File: config.mk
export PLATFORM = sky130hd
export DESIGN_NAME = delay_line_probe_meter
export DESIGN_NICKNAME = d
export VERILOG_FILES = /design/src/rtl/delay_line_probe_meter.sv
export SDC_FILE = /design/constraint.sdc
export NUM_CORES = 1
export LEC_CHECK = 0
export CAP_MARGIN = 20
export CORE_MARGIN = 1.5
export CORE_UTILIZATION = 45
export DETAILED_ROUTE_END_ITERATION = 10
export PLACE_DENSITY = 0.74
export SYNTH_ARGS = -nofsm -noshare
export SYNTH_HDL_FRONTEND = slang
export SYNTH_SLANG_ARGS = --single-unit
File: constraint.sdc
create_clock -name clk -period 3.5 [get_ports clk]
set_input_delay 0.7 -clock clk [delete_from_list [all_inputs] [get_ports clk]]
set_output_delay 0.7 -clock clk [all_outputs]
set_load 0.05 [all_outputs]
File: src/rtl/delay_line_probe_meter.sv
// Latency meter for a registered delay line: flushes the line with zeros, injects a
// one-cycle marker, then counts cycles until the marker returns or a timeout expires.
module delay_line_probe_meter #(
  parameter int unsigned       WIDTH        = 8,
  parameter logic [WIDTH-1:0]  PATTERN      = WIDTH'(8'hA5),
  parameter int unsigned       FLUSH_CYCLES = 200,
  parameter int unsigned       TIMEOUT      = 300,
  parameter int unsigned       CNT_W        = 9
) (
  input  logic             clk,
  input  logic             rst_n,
  input  logic             start,
  input  logic [WIDTH-1:0] echo_in,
  output logic [WIDTH-1:0] probe_out,
  output logic             busy,
  output logic             done,
  output logic             result_valid,
  output logic             timeout,
  output logic [CNT_W-1:0] delay_count
);

  typedef enum logic [2:0] {StIdle, StFlush, StSend, StWait, StReport} state_e;

  state_e           r_state, w_state_d;
  logic [CNT_W-1:0] r_cnt, w_cnt_d;
  logic [WIDTH-1:0] r_probe, w_probe_d;
  logic             r_busy, w_busy_d;
  logic             r_done, w_done_d;
  logic             r_valid, w_valid_d;
  logic             r_timeout, w_timeout_d;
  logic [CNT_W-1:0] r_count, w_count_d;

  always_comb begin
    w_state_d   = r_state;
    w_cnt_d     = r_cnt;
    w_probe_d   = '0;
    w_busy_d    = r_busy;
    w_done_d    = 1'b0;
    w_valid_d   = r_valid;
    w_timeout_d = r_timeout;
    w_count_d   = r_count;

    case (r_state)
      StIdle, StReport: begin
        if (start) begin
          w_state_d   = StFlush;
          w_cnt_d     = '0;
          w_valid_d   = 1'b0;
          w_timeout_d = 1'b0;
          w_busy_d    = 1'b1;
        end
      end
      StFlush: begin
        // Echo is ignored here so stale markers left in the line drain out unseen.
        if (r_cnt == CNT_W'(FLUSH_CYCLES - 1)) begin
          w_state_d = StSend;
          w_probe_d = PATTERN;
        end else begin
          w_cnt_d = r_cnt + CNT_W'(1);
        end
      end
      StSend: begin
        w_cnt_d   = CNT_W'(1);
        w_state_d = StWait;
      end
      StWait: begin
        if (echo_in == PATTERN) begin
          w_count_d   = r_cnt;
          w_timeout_d = 1'b0;
          w_done_d    = 1'b1;
          w_valid_d   = 1'b1;
          w_busy_d    = 1'b0;
          w_state_d   = StReport;
        end else if (r_cnt == CNT_W'(TIMEOUT)) begin
          w_count_d   = '0;
          w_timeout_d = 1'b1;
          w_done_d    = 1'b1;
          w_valid_d   = 1'b1;
          w_busy_d    = 1'b0;
          w_state_d   = StReport;
        end else begin
          w_cnt_d = r_cnt + CNT_W'(1);
        end
      end
      default: w_state_d = StIdle;
    endcase
  end

  always_ff @(posedge clk or negedge rst_n) begin
    if (!rst_n) begin
      r_state   <= StIdle;
      r_cnt     <= '0;
      r_probe   <= '0;
      r_busy    <= 1'b0;
      r_done    <= 1'b0;
      r_valid   <= 1'b0;
      r_timeout <= 1'b0;
      r_count   <= '0;
    end else begin
      r_state   <= w_state_d;
      r_cnt     <= w_cnt_d;
      r_probe   <= w_probe_d;
      r_busy    <= w_busy_d;
      r_done    <= w_done_d;
      r_valid   <= w_valid_d;
      r_timeout <= w_timeout_d;
      r_count   <= w_count_d;
    end
  end

  assign probe_out    = r_probe;
  assign busy         = r_busy;
  assign done         = r_done;
  assign result_valid = r_valid;
  assign timeout      = r_timeout;
  assign delay_count  = r_count;

endmodule

---- Yosys cells after proc, flatten, opt, wreduce, memory -nomap -nowiden ----
Index checks and enable logic that the tools add are counted.
cells by class
  $add $sub $neg .......................... 1
  $mul .................................... 0
  divide/modulo/power cells ............... 0
  magnitude comparators ................... 0
  equal/unequal tests ..................... 13
  shifts and indexed selects .............. 0
  mux-type cells .......................... 27
  bitwise logic cells ..................... 0
  reduce and logical (&&, ||, !) cells .... 9
operators with widths
  kind                                                             number
  9-bit two-way mux                                                6
  9-bit one-hot mux with 4 select lines                            1
  8-bit two-way mux                                                2
  3-bit two-way mux                                                4
  3-bit one-hot mux with 4 select lines                            1
  1-bit two-way mux                                                10
  2-bit inequality test, second input constant                     5
  9-bit by 1-bit adder with 9-bit output, second input constant    1
  9-bit by 8-bit == test with 1-bit output, second input constant  1
  9-bit == test, second input constant                             1
  8-bit == test, second input constant                             1
  3-bit by 2-bit == test with 1-bit output, second input constant  2
  1-bit one-hot mux with 2 select lines                            3
  3-bit AND reduction                                              2
  5-bit AND reduction                                              1
  2-bit nonzero test                                               2
  4-bit nonzero test                                               1
  3-bit by 1-bit == test with 1-bit output, second input constant  1
  3-bit == test, second input constant                             1
  3-bit zero test                                                  1
  3-bit inequality test, second input constant                     1
  2-bit AND reduction                                              1
  2-bit OR reduction                                               1
storage, ports and cells
  bits in registers ....................... 33
  bits in latches ......................... 0
  memory bits (writable) .................. 0
  memory bits (read-only) ................. 0
  input port bits ......................... 11
  logic and storage cells ................. 58
  memories kept ........................... 0

---- Depth between registers and ports, before layout ----
Gate-level depths: netlist (run 1).
  word-level depth ........................ 4
  gate-level depth with buffers ........... 8

---- Least setup slack after synthesis (run 1) ----
OpenSTA, ideal clock, no wires.
  path type ............................... input port to flip-flop
  start ................................... input echo_in[6]
  end ..................................... register r_cnt[5]
  arrival ................................. 1.892 ns
  data required time ...................... 3.422 ns
  setup slack ............................. 1.529 ns
  stages on the path ...................... 5
  cells stage by stage .................... nand4bb_1 nor2_1 o311a_4 or4_1 a21oi_1
on the way
  word-level cells in the longest chain between the ends .. 3
RTL lines
  what                                    line  text
  from (decl)                             13    input logic [WIDTH-1:0] echo_in,
  8-bit == test                           67    if (echo_in == PATTERN) begin
  2-bit inequality test (no source line)  --
  5-bit AND reduction (no source line)    --
  to (signal assigned)                    101   r_cnt <= w_cnt_d;
  to (decl)                               25    logic [CNT_W-1:0] r_cnt, w_cnt_d;
No other way between the ends.
A chain may end at the register's enable or synchronous reset.

---- Worst setup path in the final report (run 1) ----
  start ................................... input echo_in[6]
  end ..................................... register r_cnt[7]
Same word-level chain as after synthesis.

==> flow_summary.json, run 1 <==
{
  "die_x_um": 56.6,
  "busiest_layer": "met2",
  "clock_latency_ps": 310,
  "start_util_pct": 47.2,
  "synthTopCellsByArea": "dfrtp_1 50%, a22o_1 6.1%, buf_4 4.1%, a21oi_1 3.9%, or3_1 2.9%",
  "power.density_nw_per_um2": 437,
  "core-area_sq_um": 2730,
  "dp_hpwl_um": 1960,
  "track_usage_pct": 17.5,
  "final_util_pct": 57.1,
  "synth_edf_count": 0,
  "hold_class": "flop to flop",
  "reg2reg_from": "r_cnt[0]",
  "io_pins": 32,
  "synth_warnings": 0,
  "cts_resized": 0,
  "holdBufCountCts": 0,
  "outcome": "finished, final reports clean",
  "grt_first_pass_wirelength_um": 4390,
  "routabilityCongestion": 0.795,
  "max_freq_mhz": 433,
  "ant_nets": 0,
  "hold_viol": 0,
  "nets": 160,
  "startpoint": "echo_in[6]",
  "grt_overflow": 0,
  "tns_ps": 0,
  "yosysMostFrequentCell": "dfrtp_1",
  "ys_top_cells_by_count": "26 x dfrtp_1, 10 x a21oi_1, 9 x a22o_1",
  "row_count": 19,
  "path_clk_slew_ps": 120,
  "met2_usage_pct": 29.4,
  "postRouteWirelength_um": 2640,
  "drv_slew": 0,
  "routedWlPerCell_um": 15.0,
  "post_cts_buffers": 0,
  "grt_use_met3_pct": 3.23,
  "skew_ps": 2.07,
  "die_area_sq_um": 3200,
  "root_buffer": "clkbuf_4",
  "grt_antenna_before_repair": 0,
  "yosysTopAreaCellShare_pct": 50.4,
  "area_growth_pct": 20.9,
  "cts.sinks": 26,
  "h-tree-depth": 1,
  "ys_types": 35,
  "cts_tree": "yes",
  "async_reset_ff_share_pct": 100,
  "vias": 1006,
  "cts_made_buffers": 3,
  "grt_pass1_vias": 1019,
  "grt_start_max_net_pins": 27,
  "drt_iter0_markers": 16,
  "synth_area_leader_cell": "dfrtp_1",
  "vias_per_cell": 5.72,
  "setup_viol": 0,
  "rsz0062_at_grt": "no",
  "cp-start-kind": "primary input",
  "period_minus_slack_ps": 2310,
  "clock_path_buffers": 2,
  "syn_area_sq_um": 1290,
  "crit_type": "primary input to flop",
  "critPathRequiredTime_ps": 3740,
  "syn_area_per_cell_sq_um": 10.6,
  "maxSlewHeadroom_pct": 55.7,
  "port_buffers": 27,
  "critPathMaxFanout": 18,
  "hp-start": "result_valid",
  "synthFlopType": "dfrtp_1",
  "synth-seq-cells": 26,
  "period_share_pct": 66.0,
  "peakVddDrop_mv": 0.324,
  "drc": 0,
  "syn_inst": 122,
  "die_y_um": 56.6,
  "drive_gt1_share_pct": 7.59,
  "arrival_ps": 2550,
  "endpoint_kind": "flop",
  "drt_pre_antenna_iters": 4,
  "antenna_cells": 0,
  "tightestPinTransition_ps": 664,
  "p_leak_uw": 0.000669,
  "yosysSeqAreaShare_pct": 50.4,
  "grtUsageMet1_pct": 20.8,
  "timing.max_cap.violations": 0,
  "fin_hold_ws_ps": 499
}
==> cells by family (layout without fill, tap and decap cells) <==
kind of cell | after synthesis | after routing | synth area share (%)
adder cells (fa/ha/maj) | 2 | 2 | 1.94
flip-flops | 26 | 26 | 50.4
AND/OR/NAND/NOR | 37 | 37 | 18.3
other | 1 | 4 | 0.290
buffers and inverters | 20 | 40 | 9.11
multiplexers | 1 | 1 | 0.775
AO/OA/AOI/OAI | 35 | 35 | 19.2
==> worst max-delay path, cell delays in order <==
cell,delay (ps)
clkdlybuf4s50_1,450
nand4bb_1,120
nor2_1,100
o311a_4,460
or4_1,540
a21oi_1,170
==> final cells by class <==
type,count,area [sq um]
Fill cell,227,1170
Sequential cell,26,651
Inverter,8,30.0
Tap cell,31,38.8
Clock buffer,3,22.5
Multi-Input combinational cell,79,534
Timing Repair Buffer,29,285
==> layer usage <==
metal,share of wire [%],vias to the layer above
met1,42,485
met3,5.3,6
met2,51,31
li1,-,484
met4,1.7,0
met5,0,-
==> power by group <==
part / internal (uW) / leakage (uW) / switching (uW)
logic: 73.3 / 0.000308 / 107
clock network: 40.2 / 0.0000138 / 78.5
registers: 331 / 0.000347 / 51.5
==> per-stage QoR <==
stage | std cells | instance area, sq um | setup slack, ps | power [uW]
after global routing | 176 | 1560 | 1180 | 724
after CTS | 176 | 1560 | 1200 | 687
after floorplan | 125 | 1300 | 1530 | 520
after global placement | 173 | 1540 | 979 | 552
after detailed placement | 173 | 1540 | 876 | 568
final | 176 | 1560 | 1190 | 682
==> cell usage in the layout (no fill, tap or decap) <==
cell type / synthesis / layout
clkdlybuf4s50_1: 0 / 27
dfrtp_1: 26 / 26
a21oi_1: 10 / 10
a22o_1: 9 / 9
inv_1: 8 / 8
o21ai_1: 7 / 7
nor2_1: 6 / 6
nand2_1: 6 / 6
or3_1: 6 / 6
conb_1: 1 / 4
nand4_1: 3 / 3
or4_1: 3 / 3
clkbuf_4: 0 / 3
nand4bb_1: 2 / 2
nand3_1: 2 / 2
o31ai_1: 2 / 2
o41ai_1: 2 / 2
ha_1: 2 / 2
buf_4: 7 / 2
or4b_1: 1 / 1
nand4b_1: 1 / 1
nand2b_1: 1 / 1
nor4_2: 1 / 1
nand2b_4: 1 / 1
o211ai_1: 1 / 1
nand2b_2: 1 / 1
a21o_2: 1 / 1
nor3b_1: 1 / 1
o21ai_2: 1 / 1
o311a_4: 1 / 1
o21ai_0: 1 / 1
and3_1: 1 / 1
and2_1: 1 / 1
mux2i_1: 1 / 1
==> registers in the layout (all words and copies together), names as in the netlist <==
| signal | cells |
|---|---|
| busy | 1 |
| delay_count | 9 |
| done | 1 |
| probe_out | 1 |
| r_cnt | 9 |
| r_state | 3 |
| result_valid | 1 |
| timeout | 1 |
==> final timing paths <==
check	endpoint	slack, ps	depth (start not counted)
setup / recovery	r_cnt[7]	1190	6
hold / removal	result_valid	500	2
setup reg to reg	r_cnt[7]	1420	7
hold reg to reg	result_valid	500	2
max in group asynchronous	r_cnt[5]	2510	2
min in group asynchronous	timeout	750	2
No activity file was read; power rests on OpenSTA's default activity.
==> run 2, diff against run 1 <==
- clock period: 3.5 -> 2.2 ns (I/O delays scaled with it)
==> flow_summary.json, run 2 (synthesis results as in run 1) <==
{
  "outcome": "finished, final reports clean",
  "routabilityCongestion": 0.899,
  "drc": 0,
  "drive_gt1_share_pct": 13.5,
  "hold_viol": 0,
  "path_clk_slew_ps": 130,
  "setup_viol": 0,
  "busiest_layer": "met2",
  "cp_slowest_stage_delay_ps": 530,
  "crit_type": "flop to flop",
  "slowest_stage": "or4_1",
  "vias": 1050,
  "grt_overflow": 0,
  "crit_chain": "inv_1 -> ha_1 -> nand4b_1 -> nor4_2 -> o311a_4 -> or4_1 -> a21oi_1",
  "grt_first_pass_wirelength_um": 4450,
  "io_pins": 32,
  "drt_pre_antenna_iters": 4,
  "rsz0062_at_grt": "no",
  "postRouteWirelength_um": 2750,
  "period_share_pct": 91.2,
  "cts_tree": "yes",
  "peakVddDrop_mv": 0.444,
  "die_area_sq_um": 3200,
  "period_minus_slack_ps": 2010,
  "track_usage_pct": 17.8,
  "post_cts_buffers": 0,
  "antenna_cells": 0,
  "final_util_pct": 60.5,
  "vias_per_cell": 5.65,
  "tightestPinTransition_ps": 509,
  "met2_usage_pct": 33.6,
  "h-tree-depth": 1,
  "core-area_sq_um": 2730,
  "power.density_nw_per_um2": 711,
  "clock_path_buffers": 2,
  "start_util_pct": 47.2,
  "root_buffer": "clkbuf_4",
  "cts_resized": 0,
  "routedWlPerCell_um": 14.8,
  "drv_slew": 0,
  "reg2reg_from": "r_cnt[0]",
  "maxSlewHeadroom_pct": 66.0,
  "fin_hold_ws_ps": 466,
  "place_inst": 182,
  "cts_made_buffers": 3,
  "skew_ps": 4.15,
  "final_common_cell": "clkdlybuf4s50_1",
  "port_buffers": 27,
  "grt_start_max_net_pins": 27,
  "startpoint": "r_cnt[0]",
  "area_growth_pct": 28.2,
  "drt_iter0_markers": 15,
  "arrival_ps": 2260,
  "endpoint_kind": "flop",
  "cts.sinks": 26,
  "critPathRequiredTime_ps": 2450,
  "hold_class": "primary input to asynchronous set/reset pin",
  "nets": 169,
  "finalNonFillerCells": 186,
  "critPathMaxFanout": 8,
  "clock_latency_ps": 320,
  "grtUsageMet1_pct": 19.1,
  "die_x_um": 56.6,
  "dp_hpwl_um": 2100,
  "p_leak_uw": 0.000726,
  "most-common-layout-cells": "27 x clkdlybuf4s50_1, 26 x dfrtp_1, 10 x a21oi_1, 10 x buf_4, 9 x a22o_1",
  "max_freq_mhz": 498,
  "ant_nets": 0,
  "grt_antenna_before_repair": 0,
  "cp-start-kind": "flop",
  "grt_use_met3_pct": 3.23,
  "die_y_um": 56.6,
  "holdBufCountCts": 0,
  "timing.max_cap.violations": 0,
  "grt_pass1_vias": 1007,
  "row_count": 19
}
-- run 2: layer usage --
| metal | vias up | part of all wire (%) |
|---|---|---|
| met5 | - | 0 |
| met4 | 0 | 1.7 |
| met3 | 8 | 4.2 |
| met2 | 32 | 54 |
| met1 | 511 | 40 |
| li1 | 499 | - |
-- run 2: critical path: cells and delay by family, from the launching register on --
kind	cells	cell delay [ps]
DFF	1	450
buffers and inverters	1	60
AOI/OAI and AO/OA	2	540
adders and majority gates	1	190
and+or+nand+nor	3	690
-- run 2: final timing paths --
check	endpoint	slack [ps]	cells after the start
min in group clk	result_valid	510	2
max in group asynchronous	delay_count[1]	1490	2
worst max-delay path	r_cnt[5]	190	7
worst max register to register	r_cnt[5]	190	7
worst min-delay path	busy	470	2
worst min register to register	result_valid	510	2
-- run 2: area by class of cell --
type	instances	area, sq um
clock buffers	4	36.3
fillers	223	1080
inverters	8	30.0
multi-input cells	79	534
flip-flops and latches	26	651
well taps	31	38.8
repair buffers	38	365
-- run 2: report_power, final --
part	internal (uW)	switching, uW	total [uW]
clock	101	137	239
sequential	526	60.1	586
combinational	157	195	352
total	784	393	1180
-- run 2: per-stage QoR --
stage	power (uW)	setup slack (ps)	instance area, sq um	TNS [ps]
floorplan	828	384	1300	0
global placement	930	13.2	1620	0
detailed placement	949	-56.5	1620	-139
CTS	1190	190	1660	0
global route	1240	81.9	1660	0
finish	1180	194	1660	0
==> run 3, diff against run 2 <==
- CAP_MARGIN: 20 -> unset
- SLEW_MARGIN: unset -> 20
==> results of run 3 <==
No change in the layout: final DEF, timing and power equal those of run 2.
